[config.mk]
export PLATFORM = sky130hd
export DESIGN_NAME = bf2i_stage_ctrl_flat
export DESIGN_NICKNAME = d
export VERILOG_FILES = /design/src/rtl/bf2i_stage_ctrl_if.sv /design/src/rtl/bf2i_stage_ctrl.sv /design/src/flat_wrapper.sv
export SDC_FILE = /design/constraint.sdc
export NUM_CORES = 1
export LEC_CHECK = 0
export BUFFER_PORTS_ARGS = -buffer_cell sky130_fd_sc_hd__buf_2
export CORE_UTILIZATION = 49
export CTS_BUF_LIST = sky130_fd_sc_hd__clkbuf_8 sky130_fd_sc_hd__clkbuf_16
export CTS_CLUSTER_SIZE = 20
export DETAILED_ROUTE_END_ITERATION = 10
export PLACE_DENSITY = 0.84
export SYNTH_ARGS = -nofsm -noshare
export SYNTH_HDL_FRONTEND = slang
export SYNTH_SLANG_ARGS = --single-unit
[constraint.sdc]
create_clock -name clk -period 1.6 [get_ports clk]
set_input_delay 0.16 -clock clk [delete_from_list [all_inputs] [get_ports clk]]
set_output_delay 0.16 -clock clk [all_outputs]
set_load 0.01 [all_outputs]
[src/rtl/bf2i_stage_ctrl_if.sv]
// Handshake/control bundle between the BF2I stage sequencer and its neighbours.
// BF2I_STAGE_CTRL_FRMCNT_EN adds the frame_cnt signal.
interface bf2i_stage_ctrl_if #(
    parameter int HALF = 8,
    parameter int AW   = $clog2(HALF)
);
    logic          in_valid;
    logic          in_sop;
    logic          in_ready;
    logic          bf_en;
    logic          buf_we;
    logic          buf_wsel;
    logic [AW-1:0] buf_waddr;
    logic [AW-1:0] buf_raddr;
    logic          out_sel;
    logic          out_valid;
    logic          out_sop;
    logic          out_eop;
    logic          frame_err;
    logic          busy;
`ifdef BF2I_STAGE_CTRL_FRMCNT_EN
    logic [15:0]   frame_cnt;

    modport master (
        output in_valid, in_sop,
        input  in_ready, bf_en, buf_we, buf_wsel, buf_waddr, buf_raddr,
        input  out_sel, out_valid, out_sop, out_eop, frame_err, busy,
        input  frame_cnt
    );

    modport slave (
        input  in_valid, in_sop,
        output in_ready, bf_en, buf_we, buf_wsel, buf_waddr, buf_raddr,
        output out_sel, out_valid, out_sop, out_eop, frame_err, busy,
        output frame_cnt
    );
`else
    modport master (
        output in_valid, in_sop,
        input  in_ready, bf_en, buf_we, buf_wsel, buf_waddr, buf_raddr,
        input  out_sel, out_valid, out_sop, out_eop, frame_err, busy
    );

    modport slave (
        input  in_valid, in_sop,
        output in_ready, bf_en, buf_we, buf_wsel, buf_waddr, buf_raddr,
        output out_sel, out_valid, out_sop, out_eop, frame_err, busy
    );
`endif
endinterface

[src/rtl/bf2i_stage_ctrl.sv]
// Sequencer for one radix-2 SDF FFT stage: fill, butterfly, drain.
// Optional frame counter enabled by BF2I_STAGE_CTRL_FRMCNT_EN.
module bf2i_stage_ctrl #(
    parameter int HALF = 8,
    parameter int AW   = $clog2(HALF)
) (
    input logic             clk,
    input logic             rstn,
    bf2i_stage_ctrl_if.slave bus
);
    localparam logic [1:0] S_IDLE  = 2'd0;
    localparam logic [1:0] S_FILL  = 2'd1;
    localparam logic [1:0] S_BFLY  = 2'd2;
    localparam logic [1:0] S_DRAIN = 2'd3;

    localparam logic [AW-1:0] LAST = AW'(HALF - 1);
    localparam logic [AW-1:0] ONE  = AW'(1);

    logic [1:0]    state;
    logic [1:0]    state_nx;
    logic [AW-1:0] cnt;
    logic [AW-1:0] cnt_nx;
    logic          acc;
    logic          last;
    logic          sop_beat;
    logic          bfly_beat;
    logic          fill_we;
    logic          err_nx;
    logic          wb_we;
    logic [AW-1:0] wb_addr;

    assign bus.in_ready = (state != S_DRAIN);
    assign acc          = bus.in_valid & bus.in_ready;
    assign last         = (cnt == LAST);
    assign sop_beat     = acc & bus.in_sop;
    assign bfly_beat    = acc & ~bus.in_sop & (state == S_BFLY);
    assign bus.bf_en    = bfly_beat;
    assign bus.busy     = (state != S_IDLE);
    assign bus.buf_raddr = cnt;

    // A new frame's first word beats a pending write-back from an aborted frame
    assign fill_we       = sop_beat | (acc & (state == S_FILL));
    assign bus.buf_we    = fill_we | wb_we;
    assign bus.buf_wsel  = wb_we & ~fill_we;
    assign bus.buf_waddr = fill_we ? (sop_beat ? '0 : cnt) : wb_addr;

    always_comb begin
        state_nx = state;
        cnt_nx   = cnt;
        err_nx   = 1'b0;
        unique case (1'b1)
            sop_beat: begin
                state_nx = S_FILL;
                cnt_nx   = ONE;
                err_nx   = (state != S_IDLE);
            end
            acc && !bus.in_sop && (state == S_IDLE): begin
                err_nx = 1'b1;
            end
            acc && !bus.in_sop && (state != S_IDLE): begin
                if (last) begin
                    cnt_nx   = '0;
                    state_nx = (state == S_FILL) ? S_BFLY : S_DRAIN;
                end else begin
                    cnt_nx = cnt + ONE;
                end
            end
            state == S_DRAIN: begin
                if (last) begin
                    cnt_nx   = '0;
                    state_nx = S_IDLE;
                end else begin
                    cnt_nx = cnt + ONE;
                end
            end
            default: begin
            end
        endcase
    end

    always_ff @(posedge clk or negedge rstn) begin
        if (!rstn) begin
            state         <= S_IDLE;
            cnt           <= '0;
            wb_we         <= 1'b0;
            wb_addr       <= '0;
            bus.out_valid <= 1'b0;
            bus.out_sel   <= 1'b0;
            bus.out_sop   <= 1'b0;
            bus.out_eop   <= 1'b0;
            bus.frame_err <= 1'b0;
        end else begin
            state         <= state_nx;
            cnt           <= cnt_nx;
            wb_we         <= bfly_beat;
            wb_addr       <= bfly_beat ? cnt : '0;
            bus.out_valid <= bfly_beat | (state == S_DRAIN);
            bus.out_sel   <= (state == S_DRAIN);
            bus.out_sop   <= bfly_beat & (cnt == '0);
            bus.out_eop   <= (state == S_DRAIN) & last;
            bus.frame_err <= err_nx;
        end
    end

`ifdef BF2I_STAGE_CTRL_FRMCNT_EN
    logic [15:0] frame_cnt;

    always_ff @(posedge clk or negedge rstn) begin
        if (!rstn) begin
            frame_cnt <= '0;
        end else if ((state == S_DRAIN) && last) begin
            frame_cnt <= frame_cnt + 16'd1;
        end
    end

    assign bus.frame_cnt = frame_cnt;
`endif
endmodule
[src/flat_wrapper.sv]
// flat-port wrapper written by rule: the top's interface ports become plain ports
module bf2i_stage_ctrl_flat 
#(
    parameter int HALF = 8,
    parameter int AW   = $clog2(HALF)
)
  (clk, rstn, bus_in_valid, bus_in_sop, bus_in_ready, bus_bf_en, bus_buf_we, bus_buf_wsel, bus_buf_waddr, bus_buf_raddr, bus_out_sel, bus_out_valid, bus_out_sop, bus_out_eop, bus_frame_err, bus_busy);
  bf2i_stage_ctrl_if #(.HALF(HALF), .AW(AW)) bus_i ();
  input logic clk;
  input logic rstn;
  input wire logic [$bits(bus_i.in_valid)-1:0] bus_in_valid;
  input wire logic [$bits(bus_i.in_sop)-1:0] bus_in_sop;
  output wire logic [$bits(bus_i.in_ready)-1:0] bus_in_ready;
  output wire logic [$bits(bus_i.bf_en)-1:0] bus_bf_en;
  output wire logic [$bits(bus_i.buf_we)-1:0] bus_buf_we;
  output wire logic [$bits(bus_i.buf_wsel)-1:0] bus_buf_wsel;
  output wire logic [$bits(bus_i.buf_waddr)-1:0] bus_buf_waddr;
  output wire logic [$bits(bus_i.buf_raddr)-1:0] bus_buf_raddr;
  output wire logic [$bits(bus_i.out_sel)-1:0] bus_out_sel;
  output wire logic [$bits(bus_i.out_valid)-1:0] bus_out_valid;
  output wire logic [$bits(bus_i.out_sop)-1:0] bus_out_sop;
  output wire logic [$bits(bus_i.out_eop)-1:0] bus_out_eop;
  output wire logic [$bits(bus_i.frame_err)-1:0] bus_frame_err;
  output wire logic [$bits(bus_i.busy)-1:0] bus_busy;
  assign bus_i.in_valid = bus_in_valid;
  assign bus_i.in_sop = bus_in_sop;
  assign bus_in_ready = bus_i.in_ready;
  assign bus_bf_en = bus_i.bf_en;
  assign bus_buf_we = bus_i.buf_we;
  assign bus_buf_wsel = bus_i.buf_wsel;
  assign bus_buf_waddr = bus_i.buf_waddr;
  assign bus_buf_raddr = bus_i.buf_raddr;
  assign bus_out_sel = bus_i.out_sel;
  assign bus_out_valid = bus_i.out_valid;
  assign bus_out_sop = bus_i.out_sop;
  assign bus_out_eop = bus_i.out_eop;
  assign bus_frame_err = bus_i.frame_err;
  assign bus_busy = bus_i.busy;
  bf2i_stage_ctrl #(.HALF(HALF), .AW(AW)) u_core (.clk(clk), .rstn(rstn), .bus(bus_i));
endmodule
Word level (Yosys, flattened, before mapping). Index checks and enable logic that the tools add are counted.

Bits in registers: 14. Input port bits: 4. Output and inout port bits: 16. Word-level logic and storage cells: 51.

Add/sub/neg operators: 1. Equality and inequality tests: 7. Muxes and demuxes: 10. Bitwise gates (word level): 13. Reduce and logical (&&, ||, !) cells: 11.

Operator list (number): 2-to-1 mux 3 bit (4); bitwise AND 1 bit (8); case mux 2 bit (3 select lines) (1); case mux 3 bit (2 select lines) (1); equality test 2 bit (second input constant) (2); 2-to-1 mux 2 bit (2); != test 2 x 1 -> 1 bit (second input constant) (2); nonzero test 2 bit (2); adder 3 x 1 -> 3 bit (second input constant) (1); equality test 3 bit (second input constant) (1); logical AND 1 bit (3); logical NOT 3 bit (1); bitwise OR 1 bit (3); AND reduction 3 bit (1); nonzero test 3 bit (1); equality test 2 x 1 -> 1 bit (second input constant) (1); logical NOT 2 bit (1); != test 2 bit (second input constant) (1); inverter 1 bit (2); case mux 1 bit (2 select lines) (1); OR reduction 2 bit (1); logical NOT 1 bit (1); 2-to-1 mux 1 bit (1).

Longest topological paths before layout.
Word-level depth: 6. Depth in mapped cells: 5. Depth with buffers taken out: 5.

Worst setup path before layout. No wires, ideal clock.

Kind: flip-flop to flip-flop. Start point: register u_core.cnt[0] (netlist: u_core.bus.buf_raddr[0]). End point: register u_core.state[0]. Library setup time: 0.118 ns. Data arrival time: 1.231 ns. Data required time: 1.482 ns. Path slack: 0.251 ns. Stages on the path, launching flop included: 6. Buffers on the path: 0. Period minus slack after synthesis: 1.349 ns. Cells stage by stage: dfrtp_1 > ha_1 > ha_1 > a21oi_1 > nor3b_1 > a21o_1.

Cells in the longest elaborated chain, start to end: 3. Elaborated cells on any way between the ends: 4. Those cells by class: eq/ne: 3; reduce/logical: 1.

RTL lines: from (decl) (RTL line bf2i_stage_ctrl.sv:21) `logic [AW-1:0] cnt;`; from (signal assigned) (RTL line bf2i_stage_ctrl.sv:94) `cnt <= cnt_nx;`; equality test 3 bit (*) (RTL line bf2i_stage_ctrl.sv:34) `assign last = (cnt == LAST);`; != test 2 x 1 -> 1 bit (no line); AND reduction 3 bit (no line) (*); to (signal assigned) (RTL line bf2i_stage_ctrl.sv:93) `state <= state_nx;`; to (decl) (RTL line bf2i_stage_ctrl.sv:19) `logic [1:0] state;`.

Every way passes the cells marked *; elsewhere a longest branch is shown, timed or not. A chain may end at the register's enable or synchronous reset.

Worst setup path in the final report.
Start point: register u_core.state[1]. End point: output bus_buf_wsel.

Cells in the longest elaborated chain, start to end: 6. Elaborated cells on any way between the ends: 8. Those cells by class: eq/ne: 2; bitwise: 6.

RTL lines: != test 2 bit (RTL line bf2i_stage_ctrl.sv:32) `assign bus.in_ready = (state != S_DRAIN);`; bitwise AND 1 bit (RTL line bf2i_stage_ctrl.sv:33) `assign acc = bus.in_valid & bus.in_ready;`; bitwise AND 1 bit, on equally long branches (RTL line bf2i_stage_ctrl.sv:35, bf2i_stage_ctrl.sv:42); bitwise OR 1 bit (*) (RTL line bf2i_stage_ctrl.sv:42) `assign fill_we = sop_beat | (acc & (state == S_FILL));`; inverter 1 bit (*) (RTL line bf2i_stage_ctrl.sv:44) `assign bus.buf_wsel = wb_we & ~fill_we;`; bitwise AND 1 bit (*) (RTL line bf2i_stage_ctrl.sv:44); to (decl) (RTL line flat_wrapper.sv:16) `output wire logic [$bits(bus_i.buf_wsel)-1:0] bus_buf_wsel;`.

Marked as above.

==> results.cfg <==
[layout]
n_antenna_cell = 0
nFillCells = 119
drive_gt1_share_pct = 36.26
area_growth_syn_to_layout_pct = 22.87
final_nets = 99
instances_no_fill = 106

[logic_synthesis]
ys.flop_type = dfrtp_1
synth_seq_cells = 14
synthCells = 69
ys_warn_count = 0
synth.avg_cell_area_um2 = 10.63
synth_edf_count = 0
seq_area_frac_synth_pct = 47.78
synth_nets = 76
synth.distinct_cells = 29
synth-async-reset-ratio_pct = 100.0
synth_area_um2 = 733.2

[cts]
clk_latency_ns = 0.24
tritoncts = yes
cts.sinks = 14
clkTransAtPathRegs_ns = 0.06
htree_levels = 1
max-clock-path-buffers = 2
root_buffer = clkbuf_8
cts_buffers = 3

[route]
wl_mm = 1.547
drt_iter0_markers = 34
via_per_inst = 5.896
drc = 0
ant_nets = 0
vias = 625
dr.pass1.iters = 4
wl_per_cell_um = 14.59

[floorplan]
dieArea_um2 = 1655
start_util_pct = 54.31
fp.dieH_um = 40.68
ios = 20
die_x_um = 40.68
core_um2 = 1350
rows = 13

[global_routing]
met2_usage_pct = 36.11
grt_util_met3_pct = 3.261
gr-usage-met1_pct = 28.97
overflow = 0
top_usage_layer = met2
antenna_found_initial = 0
grt_pass1_wl_mm = 2.359
grt_pass1_vias = 539
track_usage_pct = 22.18
grt_max_degree = 15

[setup_path]
worst-setup-path-type = reg2out
path_cells = nand2_1 > nand2_1 > o21a_1 > buf_2
worst_ep_arrival_time_ns = 1.33
crit_required_ns = 1.44
cpPeakStageDelay_ns = 0.45
path_buf_inv = 1
critPathMaxFanout = 6
endpoint_kind = output port
critical-path-top-delay-family = flip-flops
startpoint_type = register
r2r_slack_ns = 0.18
cp_slowest_cell = dfrtp_2
critPathMostFrequentCell = nand2_1

[timing]
slew_violations = 0
finalCriticalPeriod_ns = 1.489
rsz0062_at_grt = no
setup_ws_ns = 0.1109
fmax_ghz = 0.6716
whs_ns = 0.2602
setup-tns-final_ns = 0
period_share_pct = 93.07
skew_ns = 0.002166
setup_viol = 0
worst_slew_pin_slew_ns = 0.3728
slew_headroom_pct = 75.10
hold_viol_final = 0

[place]
dp_slack_ns = 0.2000
dp_cells = 100
portBuffers = 19
place_congestion = 0.8545
dp_hpwl_mm = 1.059

[power_and_ir_drop]
irDropWorstVdd_v = 0.0009416
powerDensity_nw_per_um2 = 1677
power_w = 0.001511
leakage_nw = 0.4924

[run]
maxCapViolCount = 0

[worst_hold_path]
hp-class = in2reg

[status]
status = complete, no violations
[worst reg2reg max path: cells and delay by family (launching register included)]
| kind | cells | cell delay, ns |
|---|---|---|
| flops | 1 | 0.46 |
| compound gates | 2 | 0.31 |
| fa+ha+maj | 2 | 0.48 |
| simple gates | 1 | 0.06 |
[state kept, by name (all words and copies together), names as in the netlist]
name	count
u_core.state	2
u_core.bus.frame_err	1
u_core.bus.buf_raddr	3
u_core.bus.out_sop	1
u_core.bus.out_valid	1
u_core.bus.out_sel	1
u_core.wb_we	1
u_core.bus.out_eop	1
u_core.wb_addr	3
[cell usage after synthesis, drive strengths merged, types with 2 or more instances]
cell / number / area share, %
inv: 5 / 2.6
a21oi: 2 / 1.4
mux2i: 2 / 2.7
dfrtp: 14 / 48
o21ai: 4 / 2.7
a32oi: 3 / 3.6
o21a: 2 / 2.0
nand2: 4 / 2.0
nor2b: 3 / 3.2
ha: 3 / 5.1
and3: 4 / 3.4
o2bb2ai: 3 / 3.6
a21o: 2 / 2.0
buf: 4 / 4.4
nor2: 4 / 2.4
a22o: 2 / 2.4
[area by class of cell]
class / count / area, µm² / area share, %
Sequential cell: 14 / 351.6 / 39.03
Multi-Input combinational cell: 46 / 336.6 / 37.36
Timing Repair Buffer: 22 / 120.1 / 13.33
Clock buffer: 4 / 55.05 / 6.111
Inverter: 5 / 18.77 / 2.083
Tap cell: 15 / 18.77 / 2.083
[stage by stage]
| stage | cell area [µm²] | util (%) |
|---|---|---|
| finish | 900.9 | 66.73 |
| global route | 900.9 | 66.73 |
| CTS | 888.4 | 65.80 |
| detailed placement | 822.0 | 60.89 |
| global placement | 822.0 | 60.89 |
| floorplan | 733.2 | - |
[cell usage in the layout (no fill, tap or decap), types with 2 or more instances in the layout]
master     synthesis  routed
inv_2              3       3
nand2_1            4       4
dfrtp_1           14      13
buf_2              2      19
a32oi_1            3       3
buf_4              0       2
o21a_1             2       2
a21o_1             2       2
ha_1               3       3
inv_1              2       2
o2bb2ai_1          3       3
and3_1             4       4
clkbuf_8           0       4
nor2_1             3       3
mux2i_1            2       2
a21oi_1            2       2
a22o_1             2       2
o21ai_1            3       3
[final timing paths]
check / start / endpoint / cells past startpoint
max: u_core.state[1] / bus_buf_wsel / 4
min: bus_in_sop / u_core.wb_we / 2
max reg2reg: u_core.bus.buf_raddr[0] / u_core.state[0] / 5
min reg2reg: u_core.state[1] / u_core.state[1] / 2
max in group asynchronous: rstn / u_core.state[1] / 2
min in group asynchronous: rstn / u_core.bus.buf_raddr[0] / 2
[what timing repair did]
item | CTS | global route
hold buffers | 1 | 0
setup endpoints to repair | 4 | 2
pin swaps | 0 | 0
gates resized for setup | 1 | 1
buffers inserted | 0 | 1
endpoints found under the hold margin | 14 | 0
[per-layer routing]
layer  vias to the layer above  routed length, µm
li1                        295                  -
met1                       310                688
met2                        18                786
met3                         2                 63
met4                         0                  8
met5                         -                  0
[kinds of logic after synthesis]
kind of cell               Yosys count  share of synthesized area (%)
AOI/OAI and AO/OA                   23                          22.70
and+or+nand+nor                     18                          14.68
DFF                                 14                          47.78
buffers and inverters                9                          6.997
adders and majority gates            3                          5.120
muxes                                2                          2.730
[power by group]
| group | internal (W) | total (W) | leakage (nW) | switching [W] |
|---|---|---|---|---|
| combinational | 0.000282 | 0.000632 | 0.281 | 0.000351 |
| sequential | 0.000436 | 0.000539 | 0.183 | 0.000103 |
| clock | 0.000218 | 0.000339 | 0.0288 | 0.000122 |
Note: power is estimated with default switching activity, not from simulation.
